## config.mk

```make
export PLATFORM = sky130hd
export DESIGN_NAME = firefly_burst_rx_flat
export DESIGN_NICKNAME = d
export VERILOG_FILES = /design/src/rtl/firefly_burst_rx_pkg.sv /design/src/rtl/firefly_burst_rx_if.sv /design/src/rtl/firefly_burst_rx_sync.sv /design/src/rtl/firefly_burst_rx.sv /design/src/flat_wrapper.sv
export SDC_FILE = /design/constraint.sdc
export NUM_CORES = 1
export LEC_CHECK = 0
export BUFFER_PORTS_ARGS = -buffer_cell sky130_fd_sc_hd__clkbuf_2
export CAP_MARGIN = 20
export CORE_MARGIN = 2
export CORE_UTILIZATION = 55
export CTS_CLUSTER_DIAMETER = 120
export DETAILED_ROUTE_END_ITERATION = 8
export HOLD_SLACK_MARGIN = 0.03
export PLACE_DENSITY = 0.75
export RECOVER_POWER = 25
export SLEW_MARGIN = 25
export SYNTH_ARGS = -nofsm -noshare
export SYNTH_HDL_FRONTEND = slang
export SYNTH_SLANG_ARGS = --single-unit
```

## constraint.sdc

```tcl
create_clock -name clk -period 2.84 [get_ports clk]
set_input_delay 0 -clock clk [delete_from_list [all_inputs] [get_ports clk]]
set_output_delay 0 -clock clk [all_outputs]
set_load 0.1 [all_outputs]
```

## src/rtl/firefly_burst_rx_pkg.sv

```systemverilog
// Shared constants and FSM state type for the firefly relay receive path.
package firefly_pkg;

  localparam int unsigned CLK_HZ  = 50_000_000;
  localparam int unsigned RELAY_W = 15000;
  localparam int unsigned MIN_W   = 100;
  localparam int unsigned MAX_W   = 20000;
  localparam int unsigned GAP_MAX = 50000;

  typedef enum logic [1:0] {
    IDLE = 2'd0,
    HIGH = 2'd1,
    GAP  = 2'd2
  } state_e;

endpackage

```

## src/rtl/firefly_burst_rx_if.sv

```systemverilog
// Flash input and burst result bundle; master drives the flash line, slave reports bursts.
interface firefly_burst_rx_if #(
  parameter int unsigned N_W = 8
);

  logic           f_in;
  logic           burst_valid;
  logic [N_W-1:0] burst_cnt;
  logic           burst_err;
  logic           busy;

  modport master (
    output f_in,
    input  burst_valid,
    input  burst_cnt,
    input  burst_err,
    input  busy
  );

  modport slave (
    input  f_in,
    output burst_valid,
    output burst_cnt,
    output burst_err,
    output busy
  );

endinterface

```

## src/rtl/firefly_burst_rx_sync.sv

```systemverilog
// Two-flop synchroniser (s1 -> f_s) with edge strobes that change on the same edge as f_s.
module firefly_sync (
  input  logic clk,
  input  logic rst,
  input  logic d_in,
  output logic f_s,
  output logic rise,
  output logic fall
);

  logic s1_q, s1_d;
  logic f_s_q, f_s_d;
  logic rise_q, rise_d;
  logic fall_q, fall_d;

  always_comb begin
    s1_d   = d_in;
    f_s_d  = s1_q;
    rise_d = s1_q & ~f_s_q;
    fall_d = ~s1_q & f_s_q;
  end

  always_ff @(posedge clk) begin
    if (rst) begin
      s1_q   <= 1'b0;
      f_s_q  <= 1'b0;
      rise_q <= 1'b0;
      fall_q <= 1'b0;
    end else begin
      s1_q   <= s1_d;
      f_s_q  <= f_s_d;
      rise_q <= rise_d;
      fall_q <= fall_d;
    end
  end

  assign f_s  = f_s_q;
  assign rise = rise_q;
  assign fall = fall_q;

endmodule

```

## src/rtl/firefly_burst_rx.sv

```systemverilog
// Groups synchronised relay flashes into bursts, drops glitches, flags over-length
// pulses and reports one result per burst once the line stays dark for GAP_MAX cycles.
module firefly_burst_rx #(
  parameter int unsigned CNT_W   = 17,
  parameter int unsigned MIN_W   = firefly_pkg::MIN_W,
  parameter int unsigned MAX_W   = firefly_pkg::MAX_W,
  parameter int unsigned GAP_MAX = firefly_pkg::GAP_MAX,
  parameter int unsigned N_W     = 8
) (
  input  logic              clk,
  input  logic              rst,
  firefly_burst_rx_if.slave bus
);

  import firefly_pkg::*;

  localparam logic [CNT_W-1:0] MIN_C  = CNT_W'(MIN_W);
  localparam logic [CNT_W-1:0] MAX_C  = CNT_W'(MAX_W);
  localparam logic [CNT_W-1:0] WSAT_C = CNT_W'(MAX_W + 1);
  localparam logic [CNT_W-1:0] GAP_C  = CNT_W'(GAP_MAX);
  localparam logic [CNT_W-1:0] ONE_C  = CNT_W'(1);

  logic f_s, f_rise, f_fall;

  state_e           state_q, state_d;
  logic [CNT_W-1:0] wcnt_q, wcnt_d;
  logic [CNT_W-1:0] gcnt_q, gcnt_d;
  logic [N_W-1:0]   ncnt_q, ncnt_d;
  logic             err_q, err_d;
  logic             close_q, close_d;
  logic [N_W-1:0]   res_cnt_q, res_cnt_d;
  logic             res_err_q, res_err_d;
  logic             valid_q, valid_d;
  logic [N_W-1:0]   cnt_q, cnt_d;
  logic             berr_q, berr_d;
  logic [N_W-1:0]   ncnt_upd;
  logic             err_upd;

  firefly_sync u_sync (
    .clk  (clk),
    .rst  (rst),
    .d_in (bus.f_in),
    .f_s  (f_s),
    .rise (f_rise),
    .fall (f_fall)
  );

  // rise/fall coincide with f_s toggling, so in IDLE/GAP a high f_s is always
  // a rise and in HIGH a low f_s is always a fall.
  always_comb begin
    state_d   = state_q;
    wcnt_d    = wcnt_q;
    gcnt_d    = gcnt_q;
    ncnt_d    = ncnt_q;
    err_d     = err_q;
    close_d   = 1'b0;
    res_cnt_d = res_cnt_q;
    res_err_d = res_err_q;
    ncnt_upd  = ncnt_q;
    err_upd   = err_q;
    valid_d   = close_q;
    cnt_d     = close_q ? res_cnt_q : cnt_q;
    berr_d    = close_q ? res_err_q : berr_q;

    unique case (state_q)
      IDLE: begin
        if (f_rise) begin
          state_d = HIGH;
          wcnt_d  = ONE_C;
        end
      end
      HIGH: begin
        if (f_fall) begin
          if (wcnt_q > MAX_C) begin
            err_upd = 1'b1;
          end else if (wcnt_q >= MIN_C && ncnt_q != '1) begin
            ncnt_upd = ncnt_q + 1'b1;
          end
          ncnt_d = ncnt_upd;
          err_d  = err_upd;
          if (ncnt_upd != '0 || err_upd) begin
            state_d = GAP;
            gcnt_d  = ONE_C;
          end else begin
            state_d = IDLE;
          end
        end else if (f_s && wcnt_q != WSAT_C) begin
          wcnt_d = wcnt_q + 1'b1;
        end
      end
      GAP: begin
        if (f_rise) begin
          state_d = HIGH;
          wcnt_d  = ONE_C;
        end else if (gcnt_q != GAP_C) begin
          gcnt_d = gcnt_q + 1'b1;
        end else begin
          close_d   = 1'b1;
          res_cnt_d = ncnt_q;
          res_err_d = err_q;
          ncnt_d    = '0;
          err_d     = 1'b0;
          gcnt_d    = '0;
          state_d   = IDLE;
        end
      end
      default: state_d = IDLE;
    endcase
  end

  always_ff @(posedge clk) begin
    if (rst) begin
      state_q   <= IDLE;
      wcnt_q    <= '0;
      gcnt_q    <= '0;
      ncnt_q    <= '0;
      err_q     <= 1'b0;
      close_q   <= 1'b0;
      res_cnt_q <= '0;
      res_err_q <= 1'b0;
      valid_q   <= 1'b0;
      cnt_q     <= '0;
      berr_q    <= 1'b0;
    end else begin
      state_q   <= state_d;
      wcnt_q    <= wcnt_d;
      gcnt_q    <= gcnt_d;
      ncnt_q    <= ncnt_d;
      err_q     <= err_d;
      close_q   <= close_d;
      res_cnt_q <= res_cnt_d;
      res_err_q <= res_err_d;
      valid_q   <= valid_d;
      cnt_q     <= cnt_d;
      berr_q    <= berr_d;
    end
  end

  assign bus.burst_valid = valid_q;
  assign bus.burst_cnt   = cnt_q;
  assign bus.burst_err   = berr_q;
  assign bus.busy        = (state_q != IDLE);

endmodule

```

## src/flat_wrapper.sv

```systemverilog
// flat-port wrapper written by rule: the top's interface ports become plain ports
module firefly_burst_rx_flat import firefly_pkg::*;
#(
  parameter int unsigned CNT_W   = 17,
  parameter int unsigned MIN_W   = firefly_pkg::MIN_W,
  parameter int unsigned MAX_W   = firefly_pkg::MAX_W,
  parameter int unsigned GAP_MAX = firefly_pkg::GAP_MAX,
  parameter int unsigned N_W     = 8
)
  (clk, rst, bus_f_in, bus_burst_valid, bus_burst_cnt, bus_burst_err, bus_busy);
  firefly_burst_rx_if #(.N_W(N_W)) bus_i ();
  input  logic clk;
  input  logic rst;
  input wire logic [$bits(bus_i.f_in)-1:0] bus_f_in;
  output wire logic [$bits(bus_i.burst_valid)-1:0] bus_burst_valid;
  output wire logic [$bits(bus_i.burst_cnt)-1:0] bus_burst_cnt;
  output wire logic [$bits(bus_i.burst_err)-1:0] bus_burst_err;
  output wire logic [$bits(bus_i.busy)-1:0] bus_busy;
  assign bus_i.f_in = bus_f_in;
  assign bus_burst_valid = bus_i.burst_valid;
  assign bus_burst_cnt = bus_i.burst_cnt;
  assign bus_burst_err = bus_i.burst_err;
  assign bus_busy = bus_i.busy;
  firefly_burst_rx #(.CNT_W(CNT_W), .MIN_W(MIN_W), .MAX_W(MAX_W), .GAP_MAX(GAP_MAX), .N_W(N_W)) u_core (.clk(clk), .rst(rst), .bus(bus_i));
endmodule
```

==> run_results.csv <==
group,metric,value,unit
sta,slew_headroom,0.232,
drt,wirelength,7110,µm
drt,vias,2847,
setup_path,path_common_cell,"or4_4",
sta,hold_violations,0,
setup_path,path_cells,"or3_4, or4_4, o21ai_4, nor4b_4, o2111ai_2, or4_4, a21o_1, buf_12, a311oi_2",
run,drv_cap,0,
clock_network,insertion_delay,0.34,ns
synthesis,async_reset_ff_frac,0,
final_layout,final_common_cell,"dfxtp_1",
synthesis,synth_top_area_frac,0.414,
synthesis,yosysUniqueCellTypes,49,
setup_path,crit_path_start_kind,"flip-flop",
placement,globalplace.congestion,0.895,
synthesis,yosys-top-cells-area,"dfxtp_1 41%, mux2i_1 6.3%, nor2_1 6.3%",
sta,setup_viol,17,
final_layout,final_cell_mix,"66 x dfxtp_1, 56 x nor2_1, 28 x nand2_1, 28 x buf_4, 21 x mux2i_1",
synthesis,syn_area,3340,µm²
sta,fin_crit,2.91,ns
synthesis,synthFlopType,"dfxtp_1",
global_route,grt-ovfl-total,0,
setup_path,crit_required,3.09,ns
global_route,grt_pass1_wl,11900,µm
clock_network,cts_max_level,3,
clock_network,cts.reportedPaths.clkPinSlew,0.07,ns
synthesis,yosysTopAreaCell,"dfxtp_1",
setup_path,critical_path_class,"reg -> reg",
placement,post-dp-hpwl,4820,µm
global_route,antenna_found_initial,0,
setup_path,worstPathArrival,3.16,ns
synthesis,synth_fp_nets,382,
clock_network,clock_sinks,69,
floorplan,placeableCoreArea,5890,µm²
sta,fmax,0.344,GHz
clock_network,cts_buffers,9,
final_layout,syn_to_final_growth,19.3,%
sta,skew,0.00714,ns
drt,wl_per_cell,14.4,µm
global_route,grt_max_degree,32,
setup_path,cp_top_family,"simple AND/OR/NAND/NOR gates",
sta,worst_slack,-0.0683,ns
floorplan,dieArea,6710,µm²
run_status,violations,"negative setup slack",
placement,portBuffers,13,
run_status,status,"finished, violations left",
floorplan,row_count,28,
floorplan,die-width,81.9,µm
synthesis,ys_seq_area_frac,0.414,
setup_path,slowest_delay,0.58,ns
floorplan,start_util,0.567,
clock_network,tritoncts,"yes",
global_route,grtUsageTotal,0.228,
min_path,hp-class,"in -> reg",
synthesis,postSynthAreaPerCell,8.95,µm²
floorplan,io_pins,14,
pwr,power_leakage,1.56,nW
floorplan,die_h,81.9,µm
pwr,power,1.90,mW
final_layout,nFillCells,481,
sta,rsz0062_at_grt,"true",
setup_path,cp-end-kind,"flip-flop",
sta,drv_slew,0,
drt,drc,0,
synthesis,synth_edf_count,0,
setup_path,path_buf_inv,1,
setup_path,cp_max_fo,15,
drt,drt_iter0_drc,128,
synthesis,syn_inst,373,
synthesis,yosys_register_bits,69,
final_layout,num_antenna_cells,0,
placement,pre_cts_ws,-0.0640,ns
final_layout,layout-drive-gt1-share,0.213,
pwr,power_density,478,nW/µm²
drt,vias_per_cell,5.77,
pwr,irDropWorstVdd,0.347,mV
global_route,grt_pass1_vias,2575,
sta,hold_slack,0.296,ns
clock_network,clock-root-buffer,"clkbuf_8",
setup_path,cp_slowest_cell,"or4_4",
final_layout,finalNetCount,422,
sta,worst-slew-pin-transition,1.16,ns
clock_network,clk_path_buf_depth,2,
synthesis,yosys_warnings,0,
drt,drtPass1Iterations,4,
sta,fin_crit_sh,1.02,
drt,antenna_left,0,
## metrics by stage
step            util  cells  instance area (µm²)  TNS, ns
6_report       0.677    493                 3980   -0.779
5_1_grt        0.677    493                 3980    -2.31
4_1_cts        0.668    492                 3930   -0.529
3_5_place_dp   0.624    474                 3670   -0.326
3_3_place_gp   0.624    474                 3670        0
2_1_floorplan      -    373                 3360  -0.0206
## area by class of cell
type                    instances  area, µm²  area share
clock buffers                  10        138      0.0346
clock inverters                 6       86.3      0.0217
inverters                       6       22.5     0.00566
multi-input cells             283       1940       0.488
flip-flops and latches         69       1390       0.348
well taps                      75       93.8      0.0236
repair buffers                 44        313      0.0785
## registers in the layout, summed over array words and instances (netlist names)
name,flops
u_core.u_sync.f_s_d,1
u_core.bus.burst_err,1
u_core.wcnt_q,17
u_core.res_err_q,1
u_core.err_q,1
u_core.gcnt_q,17
u_core.u_sync.fall,1
u_core.bus.burst_valid,1
u_core.ncnt_q,8
u_core.u_sync.f_s,1
u_core.close_q,1
u_core.state_q,2
u_core.u_sync.rise,1
u_core.res_cnt_q,8
u_core.bus.burst_cnt,8
## layer usage
layer / routed length [µm] / vias up / track usage
met3: 247 / 12 / 0.0407
li1: - / 1450 / -
met4: 141 / 0 / 0.102
met2: 3310 / 59 / 0.373
met5: 0 / - / 0
met1: 3410 / 1326 / 0.291
## logic make-up after synthesis
logic type      Yosys count  synth area share
compound gates           70             0.167
xor+xnor                 18            0.0472
fa+ha+maj                 6            0.0225
buf+inv                  21            0.0266
flops                    69             0.414
mux                      21            0.0629
simple gates            168             0.260
## synth_stat cells (all sizes together) (2+ instances only)
library cell   n
buf            4
nand3b         4
or4            3
clkbuf        11
dfxtp         69
o21ai         11
mux2i         21
nand4          4
nand3         15
nor3           6
and4           3
a31oi          3
a21oi         18
inv            6
and2           2
a41oi          4
or2            3
ha             6
xor2          15
or3            8
nand2         28
nand2b         9
a311oi        18
nor2b          7
nor4b          5
a211oi         4
a22oi          3
xnor2          3
nor2          56
and3          10
a21o           2
nor4           3
## path summary, 6_finish.rpt
check                                          from                  to  slack (ns)  cells past startpoint
worst max register to register    u_core.wcnt_q[15]   u_core.gcnt_q[15]       -0.07                      9
worst min-delay path                            rst   u_core.state_q[1]        0.30                      2
worst min register to register  u_core.u_sync.f_s_d  u_core.u_sync.fall        0.41                      1
worst max-delay path              u_core.wcnt_q[15]   u_core.gcnt_q[15]       -0.07                      9
## where the power goes
group          switching [mW]  internal (mW)
logic                  0.0302         0.0102
registers             0.00423          0.971
clock network           0.371          0.516
## what timing repair did
item | in CTS | in global routing
gates resized for setup | 3 | 8
pin swaps | 0 | 2
endpoints found under the hold margin | 1 | 0
setup buffers | 1 | 1
setup endpoints to repair | 16 | 17
hold buffers | 1 | 0
## worst reg2reg max path, stage by stage, from the launching register on
cell       delay [ns]
dfxtp_1          0.32
or3_4            0.40
or4_4            0.58
o21ai_4          0.11
nor4b_4          0.24
o2111ai_2        0.12
or4_4            0.43
a21o_1           0.22
buf_12           0.16
a311oi_2         0.24
Power figures use the tool's default switching activity.
